[config.mk]
export PLATFORM = sky130hd
export DESIGN_NAME = i2c_eeprom_target
export DESIGN_NICKNAME = d
export VERILOG_FILES = /design/src/rtl/i2c_pkg.sv /design/src/rtl/i2c_line_sync.sv /design/src/rtl/i2c_eeprom_target.sv
export SDC_FILE = /design/constraint.sdc
export NUM_CORES = 1
export LEC_CHECK = 0
export CORE_ASPECT_RATIO = 0.9
export CORE_MARGIN = 1.5
export CORE_UTILIZATION = 65
export CTS_BUF_LIST = sky130_fd_sc_hd__clkbuf_8
export DETAILED_ROUTE_END_ITERATION = 8
export PLACE_DENSITY_LB_ADDON = 0.12
export SYNTH_ARGS = -nofsm -noshare
export SYNTH_HDL_FRONTEND = slang
export SYNTH_SLANG_ARGS = --single-unit
[constraint.sdc]
create_clock -name clk -period 6.5 [get_ports clk]
set_input_delay 1.3 -clock clk [delete_from_list [all_inputs] [get_ports clk]]
set_output_delay 1.3 -clock clk [all_outputs]
set_load 0.05 [all_outputs]
[src/rtl/i2c_pkg.sv]
`timescale 1ns/1ps
// i2c_pkg: shared definitions for the I2C EEPROM target.
//   - i2c_state_e   : target protocol state encoding
//   - SDA_ACK/NACK  : SDA line level for acknowledge / not-acknowledge
//   - I2C_DEV_ADDR_DEFAULT : default 7-bit device address
//   - bit_index()   : maps a serial bit position to a byte bit index
package i2c_pkg;

  typedef enum logic [3:0] {
    ST_IDLE     = 4'd0,
    ST_ADDR     = 4'd1,
    ST_ADDR_ACK = 4'd2,
    ST_PTR      = 4'd3,
    ST_PTR_ACK  = 4'd4,
    ST_WR_BYTE  = 4'd5,
    ST_WR_ACK   = 4'd6,
    ST_RD_BYTE  = 4'd7,
    ST_RD_ACK   = 4'd8,
    ST_IGNORE   = 4'd9
  } i2c_state_e;

  localparam logic SDA_ACK  = 1'b0;
  localparam logic SDA_NACK = 1'b1;

  localparam logic [6:0] I2C_DEV_ADDR_DEFAULT = 7'h50;

  // Serial position n (0 = first bit on the wire) -> bit index in the byte.
  function automatic logic [2:0] bit_index(input logic [2:0] n, input logic lsb_first);
    return lsb_first ? n : (3'd7 - n);
  endfunction

endpackage

[src/rtl/i2c_line_sync.sv]
`timescale 1ns/1ps
// i2c_line_sync: brings asynchronous SCL/SDA into the clk domain and
// derives bus events.
// Ports:
//   clk_i       system clock (>= 8x SCL)
//   rst_ni      asynchronous active-low reset (synchronizers load 1 = idle bus)
//   scl_i/sda_i raw bus line levels
//   sda_o       synchronized SDA level
//   scl_rise_o  one-cycle pulse on synchronized SCL rising edge
//   scl_fall_o  one-cycle pulse on synchronized SCL falling edge
//   start_o     START / repeated START (SDA falls while SCL high)
//   stop_o      STOP (SDA rises while SCL high)
module i2c_line_sync (
  input  logic clk_i,
  input  logic rst_ni,
  input  logic scl_i,
  input  logic sda_i,
  output logic sda_o,
  output logic scl_rise_o,
  output logic scl_fall_o,
  output logic start_o,
  output logic stop_o
);

  // [0],[1] form the 2-FF synchronizer; [2] is the previous synced value.
  logic [2:0] scl_q;
  logic [2:0] sda_q;
  logic       sda_rise;
  logic       sda_fall;

  always_ff @(posedge clk_i or negedge rst_ni) begin
    if (!rst_ni) begin
      scl_q <= 3'b111;
      sda_q <= 3'b111;
    end else begin
      scl_q <= {scl_q[1:0], scl_i};
      sda_q <= {sda_q[1:0], sda_i};
    end
  end

  assign sda_o      = sda_q[1];
  assign scl_rise_o = scl_q[1] & ~scl_q[2];
  assign scl_fall_o = ~scl_q[1] & scl_q[2];
  assign sda_rise   = sda_q[1] & ~sda_q[2];
  assign sda_fall   = ~sda_q[1] & sda_q[2];
  assign start_o    = sda_fall & scl_q[1];
  assign stop_o     = sda_rise & scl_q[1];

endmodule

[src/rtl/i2c_eeprom_target.sv]
`timescale 1ns/1ps
// i2c_eeprom_target: I2C target emulating a small byte-addressed EEPROM.
// Write: START, addr+W, pointer, data... STOP. Read: START, addr+R, data...
// (optionally preceded by a pointer-setting write and repeated START).
// The pointer auto-increments and wraps at MEM_DEPTH.
// Ports:
//   clk      system clock (>= 8x SCL)
//   rst      asynchronous active-low reset
//   scl_i    SCL line level (async)
//   sda_i    SDA line level (async)
//   sda_oe   1 = pull SDA low (open-drain)
//   wr_stb   one-cycle pulse when a data byte is committed
//   wr_addr  location written on wr_stb
//   wr_data  byte written on wr_stb
//   busy     high from address match until STOP or next START
module i2c_eeprom_target
  import i2c_pkg::*;
#(
  parameter logic [6:0] DEV_ADDR  = I2C_DEV_ADDR_DEFAULT,
  parameter int         MEM_DEPTH = 16,
  parameter bit         LSB_FIRST = 1'b0,
  localparam int        AW        = $clog2(MEM_DEPTH)
) (
  input  logic          clk,
  input  logic          rst,
  input  logic          scl_i,
  input  logic          sda_i,
  output logic          sda_oe,
  output logic          wr_stb,
  output logic [AW-1:0] wr_addr,
  output logic [7:0]    wr_data,
  output logic          busy
);

  logic sda_s;
  logic scl_rise;
  logic scl_fall;
  logic start_det;
  logic stop_det;

  i2c_line_sync u_sync (
    .clk_i      (clk),
    .rst_ni     (rst),
    .scl_i      (scl_i),
    .sda_i      (sda_i),
    .sda_o      (sda_s),
    .scl_rise_o (scl_rise),
    .scl_fall_o (scl_fall),
    .start_o    (start_det),
    .stop_o     (stop_det)
  );

  i2c_state_e    state_q, state_d;
  logic [3:0]    bitcnt_q, bitcnt_d;
  logic [7:0]    shreg_q, shreg_d;
  logic          rw_q, rw_d;
  logic [AW-1:0] ptr_q, ptr_d;
  logic          ack_drv_q, ack_drv_d;
  logic          sda_oe_q, sda_oe_d;
  logic          busy_q, busy_d;
  logic          wr_stb_q, wr_stb_d;
  logic [AW-1:0] wr_addr_q, wr_addr_d;
  logic [7:0]    wr_data_q, wr_data_d;
  logic [7:0]    mem_q [MEM_DEPTH];
  logic          mem_we;

  logic [7:0]    rx_byte;
  logic [6:0]    rx_addr;
  logic          rx_rw;
  logic [7:0]    rd_byte;
  logic [2:0]    rd_idx;
  logic          rd_bit0;

  // Byte as it will stand once the current SDA sample is shifted in; after
  // eight samples it is in natural bit order for either wire order.
  assign rx_byte = LSB_FIRST ? {sda_s, shreg_q[7:1]} : {shreg_q[6:0], sda_s};
  // R/W is the eighth bit on the wire, the address the first seven.
  assign rx_addr = LSB_FIRST ? rx_byte[6:0] : rx_byte[7:1];
  assign rx_rw   = LSB_FIRST ? rx_byte[7]   : rx_byte[0];

  assign rd_byte = mem_q[ptr_q];
  assign rd_idx  = bit_index(bitcnt_q[2:0], LSB_FIRST);
  assign rd_bit0 = rd_byte[bit_index(3'd0, LSB_FIRST)];

  always_comb begin
    state_d   = state_q;
    bitcnt_d  = bitcnt_q;
    shreg_d   = shreg_q;
    rw_d      = rw_q;
    ptr_d     = ptr_q;
    ack_drv_d = ack_drv_q;
    sda_oe_d  = sda_oe_q;
    busy_d    = busy_q;
    wr_stb_d  = 1'b0;
    wr_addr_d = wr_addr_q;
    wr_data_d = wr_data_q;
    mem_we    = 1'b0;

    if (stop_det) begin
      state_d   = ST_IDLE;
      sda_oe_d  = 1'b0;
      busy_d    = 1'b0;
      ack_drv_d = 1'b0;
    end else if (start_det) begin
      state_d   = ST_ADDR;
      bitcnt_d  = 4'd0;
      sda_oe_d  = 1'b0;
      busy_d    = 1'b0;
      ack_drv_d = 1'b0;
    end else begin
      case (state_q)
        ST_IDLE, ST_IGNORE: begin
        end

        ST_ADDR, ST_PTR, ST_WR_BYTE: begin
          if (scl_rise) begin
            shreg_d  = rx_byte;
            bitcnt_d = bitcnt_q + 4'd1;
            if (bitcnt_q == 4'd7) begin
              bitcnt_d = 4'd0;
              if (state_q == ST_ADDR) begin
                if (rx_addr == DEV_ADDR) begin
                  state_d = ST_ADDR_ACK;
                  rw_d    = rx_rw;
                  busy_d  = 1'b1;
                end else begin
                  state_d = ST_IGNORE;
                end
              end else if (state_q == ST_PTR) begin
                ptr_d   = rx_byte[AW-1:0];
                state_d = ST_PTR_ACK;
              end else begin
                mem_we    = 1'b1;
                wr_stb_d  = 1'b1;
                wr_addr_d = ptr_q;
                wr_data_d = rx_byte;
                ptr_d     = ptr_q + 1'b1;
                state_d   = ST_WR_ACK;
              end
            end
          end
        end

        // First SCL fall after the byte pulls SDA low for the ACK clock;
        // the next fall releases it and moves on.
        ST_ADDR_ACK, ST_PTR_ACK, ST_WR_ACK: begin
          if (scl_fall) begin
            if (!ack_drv_q) begin
              sda_oe_d  = (SDA_ACK == 1'b0);
              ack_drv_d = 1'b1;
            end else begin
              ack_drv_d = 1'b0;
              sda_oe_d  = 1'b0;
              bitcnt_d  = 4'd0;
              if (state_q == ST_ADDR_ACK) begin
                if (rw_q) begin
                  // The first read bit goes out on the same fall that ends the ACK.
                  state_d  = ST_RD_BYTE;
                  sda_oe_d = ~rd_bit0;
                  bitcnt_d = 4'd1;
                end else begin
                  state_d = ST_PTR;
                end
              end else begin
                state_d = ST_WR_BYTE;
              end
            end
          end
        end

        // bitcnt counts bits already put on the wire; at 8 the byte is done.
        ST_RD_BYTE: begin
          if (scl_fall) begin
            if (!bitcnt_q[3]) begin
              sda_oe_d = ~rd_byte[rd_idx];
              bitcnt_d = bitcnt_q + 4'd1;
            end else begin
              sda_oe_d = 1'b0;
              ptr_d    = ptr_q + 1'b1;
              state_d  = ST_RD_ACK;
            end
          end
        end

        ST_RD_ACK: begin
          if (scl_rise) begin
            if (sda_s == SDA_ACK) begin
              state_d  = ST_RD_BYTE;
              bitcnt_d = 4'd0;
            end else begin
              state_d = ST_IGNORE;
            end
          end
        end

        default: state_d = ST_IDLE;
      endcase
    end
  end

  always_ff @(posedge clk or negedge rst) begin
    if (!rst) begin
      state_q   <= ST_IDLE;
      bitcnt_q  <= 4'd0;
      shreg_q   <= 8'h00;
      rw_q      <= 1'b0;
      ptr_q     <= '0;
      ack_drv_q <= 1'b0;
      sda_oe_q  <= 1'b0;
      busy_q    <= 1'b0;
      wr_stb_q  <= 1'b0;
      wr_addr_q <= '0;
      wr_data_q <= 8'h00;
    end else begin
      state_q   <= state_d;
      bitcnt_q  <= bitcnt_d;
      shreg_q   <= shreg_d;
      rw_q      <= rw_d;
      ptr_q     <= ptr_d;
      ack_drv_q <= ack_drv_d;
      sda_oe_q  <= sda_oe_d;
      busy_q    <= busy_d;
      wr_stb_q  <= wr_stb_d;
      wr_addr_q <= wr_addr_d;
      wr_data_q <= wr_data_d;
    end
  end

  always_ff @(posedge clk or negedge rst) begin
    if (!rst) begin
      for (int i = 0; i < MEM_DEPTH; i++) mem_q[i] <= 8'h00;
    end else if (mem_we) begin
      mem_q[ptr_q] <= rx_byte;
    end
  end

  assign sda_oe  = sda_oe_q;
  assign busy    = busy_q;
  assign wr_stb  = wr_stb_q;
  assign wr_addr = wr_addr_q;
  assign wr_data = wr_data_q;

endmodule

# Word level (Yosys, flattened, before mapping)
# Index checks and enable logic that the tools add are counted.
# Widths: inputs -> output; s select.
[word_totals] output_inout_bits=15 regBits=170 inputBits=4 wordCells=180
[classes] n_bitwise=17 order_cmp=3 mux=71 n_reduce_logical=25 n_addsub=3 eq_ne=31
[op_table] cell="$bwmux 128" count=1
[op_table] cell="$mux 4" count=28
[op_table] cell="$bmux 8 s4" count=1
[op_table] cell="$demux 8 s4" count=1
[op_table] cell="$mux 1" count=30
[op_table] cell="$ne 4x4->1 const B" count=7
[op_table] cell="$mux 8" count=3
[op_table] cell="$ne 3x3->1 const B" count=8
[op_table] cell="$reduce_and 8->1" count=3
[op_table] cell="$reduce_bool 3->1" count=7
[op_table] cell="$eq 4x3->1 const B" count=5
[op_table] cell="$pmux 4 s5" count=1
[op_table] cell="$pmux 4 s4" count=1
[op_table] cell="$reduce_and 7->1" count=2
[op_table] cell="$ne 2x2->1 const B" count=5
[op_table] cell="$not 1->1" count=10
[op_table] cell="$reduce_and 9->1" count=1
[op_table] cell="$add 4x1->4 const B" count=2
[op_table] cell="$eq 4x2->1 const B" count=2
[op_table] cell="$eq 4x4->1 const B" count=2
[op_table] cell="$pmux 4 s2" count=1
[op_table] cell="$eq 7x7->1 const B" count=1
[op_table] cell="$and 1x1->1" count=6
[op_table] cell="$reduce_or 3->1" count=2
[op_table] cell="20 further kinds" count=20

# Longest topological paths before layout
[logic_depth] word_depth=12 mapped_depth=9 ltp_nobuf=7

# By module
# Synthesis repeated with hierarchy kept, for this count alone.
[unflattened] hier_cells=616 area_unflattened_um2=8336.7
[by_module_without_submodules] mod="i2c_eeprom_target" area_per_inst_um2=8146.6 cells_per_inst=606 n_inst=1 seq_area_each_um2=4103.9
[by_module_without_submodules] mod="i2c_line_sync" area_per_inst_um2=190.2 cells_per_inst=10 n_inst=1 seq_area_each_um2=157.7

# Least setup slack after synthesis
# OpenSTA, ideal clock, no wires.
[synth_path] path_type="register to register" startpoint="register ptr_q[1]" endpoint="register sda_oe_q, in the netlist sda_oe" slack_ns=4.387 stages_incl_launch_ff=8 synth_period_minus_slack_ns=2.113 n_path_buf=3 t_required_ns=6.399 setup_time_ns=0.101 t_arrival_ns=2.012 cell_sequence="dfrtp_1 clkbuf_1 buf_2 buf_2 mux4_2 a2111oi_0 nor4_1 o32ai_1"
[synth_between] elab_chain_cells=12 word_cells_on_any_way=17 cone_classes="mux (14); bitwise (3)"
[synth_rtl] item="start: declaration" line_no="i2c_eeprom_target.sv:57" rtl="logic [AW-1:0] ptr_q, ptr_d;"
[synth_rtl] item="start signal: assignment" line_no="i2c_eeprom_target.sv:219" rtl="ptr_q <= ptr_d;"
[synth_rtl] item="$not 4->5 (not written as such) *" line_no="i2c_eeprom_target.sv:81" rtl="assign rd_byte = mem_q[ptr_q];"
[synth_rtl] item="$bmux 8 s4 *" line_no="i2c_eeprom_target.sv:81"
[synth_rtl] item="$mux 8 (not written as such) * (2 in a row)" line_no="i2c_eeprom_target.sv:81"
[synth_rtl] item="$bmux 1 s3 or $not 1->1 (tied branches)" line_no="i2c_eeprom_target.sv:175, i2c_eeprom_target.sv:159"
[synth_rtl] item="$mux 1 (on tied branches)" line_no="i2c_eeprom_target.sv:175, i2c_eeprom_target.sv:156"
[synth_rtl] item="$not 1->1 or $mux 1 (tied branches)" line_no="i2c_eeprom_target.sv:175, i2c_eeprom_target.sv:155"
[synth_rtl] item="$mux 1 (on tied branches)" line_no="i2c_eeprom_target.sv:174, i2c_eeprom_target.sv:148"
[synth_rtl] item="$mux 1 (on tied branches)" line_no="i2c_eeprom_target.sv:173, i2c_eeprom_target.sv:147"
[synth_rtl] item="$pmux 1 s2 *" line_no="i2c_eeprom_target.sv:111" rtl="case (state_q)"
[synth_rtl] item="$mux 1 *" line_no="i2c_eeprom_target.sv:104" rtl="end else if (start_det) begin"
[synth_rtl] item="$mux 1 *" line_no="i2c_eeprom_target.sv:99" rtl="if (stop_det) begin"
[synth_rtl] item="end signal: assignment" line_no="i2c_eeprom_target.sv:221" rtl="sda_oe_q <= sda_oe_d;"
[synth_rtl] item="end: declaration" line_no="i2c_eeprom_target.sv:59" rtl="logic sda_oe_q, sda_oe_d;"
# Every way passes the cells marked *; elsewhere a longest branch is shown, timed or not. The select of a mux whose other input is x is not followed.
# A chain may end at the register's enable or synchronous reset.

# Worst setup path after layout
[layout_path] startpoint="register u_sync.sda_q[1]" endpoint="register mem_q[94] (netlist name)"
[layout_between] elab_chain_cells=5 word_cells_on_any_way=7 cone_classes="mux (2); bitwise (5)"
[layout_rtl] item="start: declaration" line_no="i2c_line_sync.sv:27" rtl="logic [2:0] sda_q;"
[layout_rtl] item="start signal: assignment" line_no="i2c_line_sync.sv:37" rtl="sda_q <= {sda_q[1:0], sda_i};"
[layout_rtl] item="$not 1->1" line_no="i2c_line_sync.sv:45" rtl="assign sda_fall = ~sda_q[1] & sda_q[2];"
[layout_rtl] item="$and 1x1->1" line_no="i2c_line_sync.sv:45"
[layout_rtl] item="$and 1x1->1" line_no="i2c_line_sync.sv:46" rtl="assign start_o = sda_fall & scl_q[1];"
[layout_rtl] item="$mux 1" line_no="i2c_eeprom_target.sv:104"
[layout_rtl] item="$mux 1 *" line_no="i2c_eeprom_target.sv:99"
[layout_rtl] item="end signal: indexed assignment" line_no="i2c_eeprom_target.sv:233" rtl="mem_q[ptr_q] <= rx_byte;"
[layout_rtl] item="end: declaration" line_no="i2c_eeprom_target.sv:64" rtl="logic [7:0] mem_q [MEM_DEPTH];"
# Every way passes the cells marked *; elsewhere a longest branch is shown, timed or not.

==> metrics.md <==
| Metric | Value |
|---|---|
| Run status | completed |
| Final #Nets | ~630 |
| Sw power | approximately 0.76 mW |
| Drt via density | 6.63 |
| Critical path's slowest cell | dfstp_2 |
| Primary FF master, synth | dfrtp_1 |
| Clock share of power | 32.6% |
| RePlAce Congestion | 0.879 |
| Ports | 19 |
| Cts hold-fix bufs | 0 |
| Die Width | 123 microns |
| Hold Startpoint | u_sync.scl_q[0]$_DFF_PN1_ |
| GR Overflow Total | 0 |
| Cell taking the most area after synthesis | dfrtp_1 |
| Setup violators final | 0 |
| Worst-path fanout max | 32 |
| Reg2reg end | mem_q[94]$_DFFE_PN0P_ |
| Vias in the first global route | 5432 |
| RSZ-0062 raised after global routing | false |
| Clk_lat worst skew | 0.48 ns |
| Seq cells post-synth | 170 |
| Crit Path Category | flip-flop to flip-flop |
| EDFF count, synth | 0 |
| Reg power frac | 53.6% |
| Root Buffer | clkbuf_8 |
| Max Clock Freq | 0.331 GHz |
| Final Max Tran Viols | 0 |
| Wire length per cell | 23.1 microns |
| Diodes inserted | 0 |
| Max_cap viols | 0 |
| DRT iter0 DRCs | 518 |
| Syn avg cell area | 13.6 sq um |
| Final Hold Fails | 0 |
| Asr flop ratio synth | between 90% and 100% |
| H-tree depth | 4 |
| Initial core utilization | approximately 66% |
| Clk sinks | between 150 and 200 |
| Critical Path RT | 6.86 ns |
| Share of cells above drive strength 1 | between 30% and 40% |
| Util after Layout | 71.2% |
| Pre-antenna DRT Iters | 6 |
| Total CTS buffers | 17 |
| Area grow syn2layout | 7.19% |
| Largest net degree at the start of global routing | 109 |
| Routed WL | between 15000 and 20000 microns |
| CP bufs+invs | 1 |
| Chip Height | around 110 microns |
| WP data arrival | 3.39 ns |
| Biggest cell delay along the critical path | 0.94 ns |
| Max_slew headroom | 31.4% |
| GRT Total Usage | 29.7% |
| Internal | 1.61 mW |
| DR vias | 5266 |
| R2r startpoint | u_sync.sda_q[1]$_DFF_PN1_ |
| Dpl hpwl | 11800 microns |
| Kind of cell adding the most delay to the critical path | flip-flops |
| Power per Cell Area | between 200 and 300 nW/um^2 |
| Post-synthesis sequential area ratio | 50.6% |
| Gate power share | 13.8% |
| Global-route wire length before repair | 30200 microns |
| Type of origin of the critical path | flip-flop |
| Post_cts resized | 0 |
| Tcrit/Tclk final | between 40% and 50% |
| R2R Setup Slk | 3.47 ns |
| Maximum VDD drop | 0.330 mV |
| Crit-path cells | xor2_1, nand2_1, nand2_1, nor3_4, buf_4, nand4b_2, mux2_2 |
| CTS max path bufs | 2 |
| Synth area leaders | dfrtp_1, mux2_2, mux4_2, mux4_1, dfstp_2 |
| Post-synth top area share | 48.7% |
| Initial antenna violation count | 0 |
| Worst Reg-to-Reg Cells | 7 |
| Core area | ~13000 sq um |
| LEAKAGE | 4.29 nW |
| Full die area | 13600 sq um |
| Final TNS setup | 0 ns |
| WHS Path Cells | 0 |
| Worst min path class | flip-flop to flip-flop |
| Final ANT Viol Nets | 0 |
| Crit. End Element | flip-flop |
| Mapped Area | 8420 sq um |
| Net Count, Synth | 630 |
| Crit path time final | 3.03 ns |
| Port Buffer Count | 18 |
| CTS tree | done |
| Net Sw Frac | 32.0% |
| Clock transition at the registers of the reported paths | 0.09 ns |
| Ys Warns | 0 |
| Clk_skew | 0.0106 ns |
| Setup bufs post-CTS | 0 |
| Drt drc | 0 |
| Num rows | 39 |
| Mapped Cells | 620 |
| CP dominant cell by count | nand2_1 |
| Count of different cell masters after synthesis | between 60 and 70 |
| Slew @ Worst Pin | 1.03 ns |
| Hold EP | u_sync.scl_q[1]$_DFF_PN1_ |
-- power groups by stage --
stage / Sequential [mW] / Clock (mW) / Combinational, mW
finish: 1.27 / 0.771 / 0.325
global route: 1.28 / 0.831 / 0.362
CTS: 1.26 / 0.783 / 0.322
detailed placement: 1.28 / 0 / 0.319
global placement: 1.28 / 0 / 0.306
floorplan: 1.15 / 0 / 0.329
-- how the worst max path moves through the flow --
stage	start	endpoint	cells after the start
2_1_floorplan	ptr_q[1]$_DFFE_PN0P_	sda_oe$_DFFE_PN0P_	7
3_3_place_gp	u_sync.sda_q[1]$_DFF_PN1_	mem_q[95]$_DFFE_PN0P_	7
3_5_place_dp	u_sync.sda_q[1]$_DFF_PN1_	mem_q[90]$_DFFE_PN0P_	7
4_1_cts	sda_oe$_DFFE_PN0P_	sda_oe	1
5_1_grt	u_sync.sda_q[1]$_DFF_PN1_	mem_q[91]$_DFFE_PN0P_	7
6_report	u_sync.sda_q[1]$_DFF_PN1_	mem_q[94]$_DFFE_PN0P_	7
-- final cells by class --
| type | instances | area, sq um |
|---|---|---|
| timing repair buffer | 23 | 219 |
| multi-input combinational | 398 | 3910 |
| clock buffer | 18 | 248 |
| tap | 164 | 205 |
| clock inverter | 14 | 161 |
| fill | 863 | 3660 |
| sequential | 170 | 4260 |
| inverter | 7 | 26.3 |
-- state kept, by name, indices dropped and copies added, names as in the netlist --
name          count
ack_drv_q         1
bitcnt_q          4
busy              1
mem_q           128
ptr_q             4
rw_q              1
sda_oe            1
shreg_q           7
state_q           4
u_sync.scl_q      3
u_sync.sda_q      3
wr_addr           4
wr_data           8
wr_stb            1
-- placed cells by master, fill, tap and decap left out, drive strengths merged, types with 8 or more instances in the layout --
cell type and instances:
dfrtp 164, mux2 163, nor2 27, mux4 27, nand2 25, nand3 23
o21ai 19, clkbuf 18, clkdlybuf4s50 17, inv 13, nor3 11, a21oi 10
mux2i 8
-- metrics by stage --
step / total power, mW / std cells / area, sq um / worst slack (ns) / hold WS, ns
2_1_floorplan: 1.48 / 620 / 8420 / 4.39 / 0.345
3_3_place_gp: 1.58 / 762 / 8620 / 3.55 / 0.346
3_5_place_dp: 1.60 / 762 / 8620 / 3.52 / 0.347
4_1_cts: 2.37 / 794 / 9030 / 3.48 / 0.367
5_1_grt: 2.47 / 794 / 9030 / 3.26 / 0.370
6_report: 2.36 / 794 / 9030 / 3.47 / 0.365
-- synth_stat cells, types with 5 or more instances --
cell	n
mux2i_1	8
mux4_1	10
nand2b_1	5
clkbuf_1	28
buf_2	10
a31oi_1	5
nor2_1	27
dfrtp_1	164
ha_1	6
dfstp_2	6
nand4_1	5
nor3_1	10
nand3_1	11
a22oi_1	6
nor2b_1	6
a21oi_1	10
nand3_4	8
o21ai_0	19
mux4_2	17
inv_1	7
mux2_2	163
nand2_1	25
-- kinds of logic (layout without fill, tap and decap cells) --
logic type / count (synthesis) / after routing / synth area share, %
buffers and inverters: 52 / 62 / 3.11
adders and majority gates: 6 / 6 / 0.891
muxes: 198 / 198 / 30.4
and+or+nand+nor: 128 / 128 / 9.73
AOI/OAI and AO/OA: 64 / 64 / 5.05
xor gates and xnor gates: 2 / 2 / 0.208
DFF: 170 / 170 / 50.6
-- routing by layer --
layer	track usage, %	part of all wire [%]	wire length, microns	vias up
li1	-	-	-	2312
met1	42.3	45	8200	2761
met2	46.6	49	8940	164
met3	6.17	5.0	910	29
met4	8.97	1.6	285	0
met5	0	0	0	-
No activity file was read; power rests on OpenSTA's default activity.
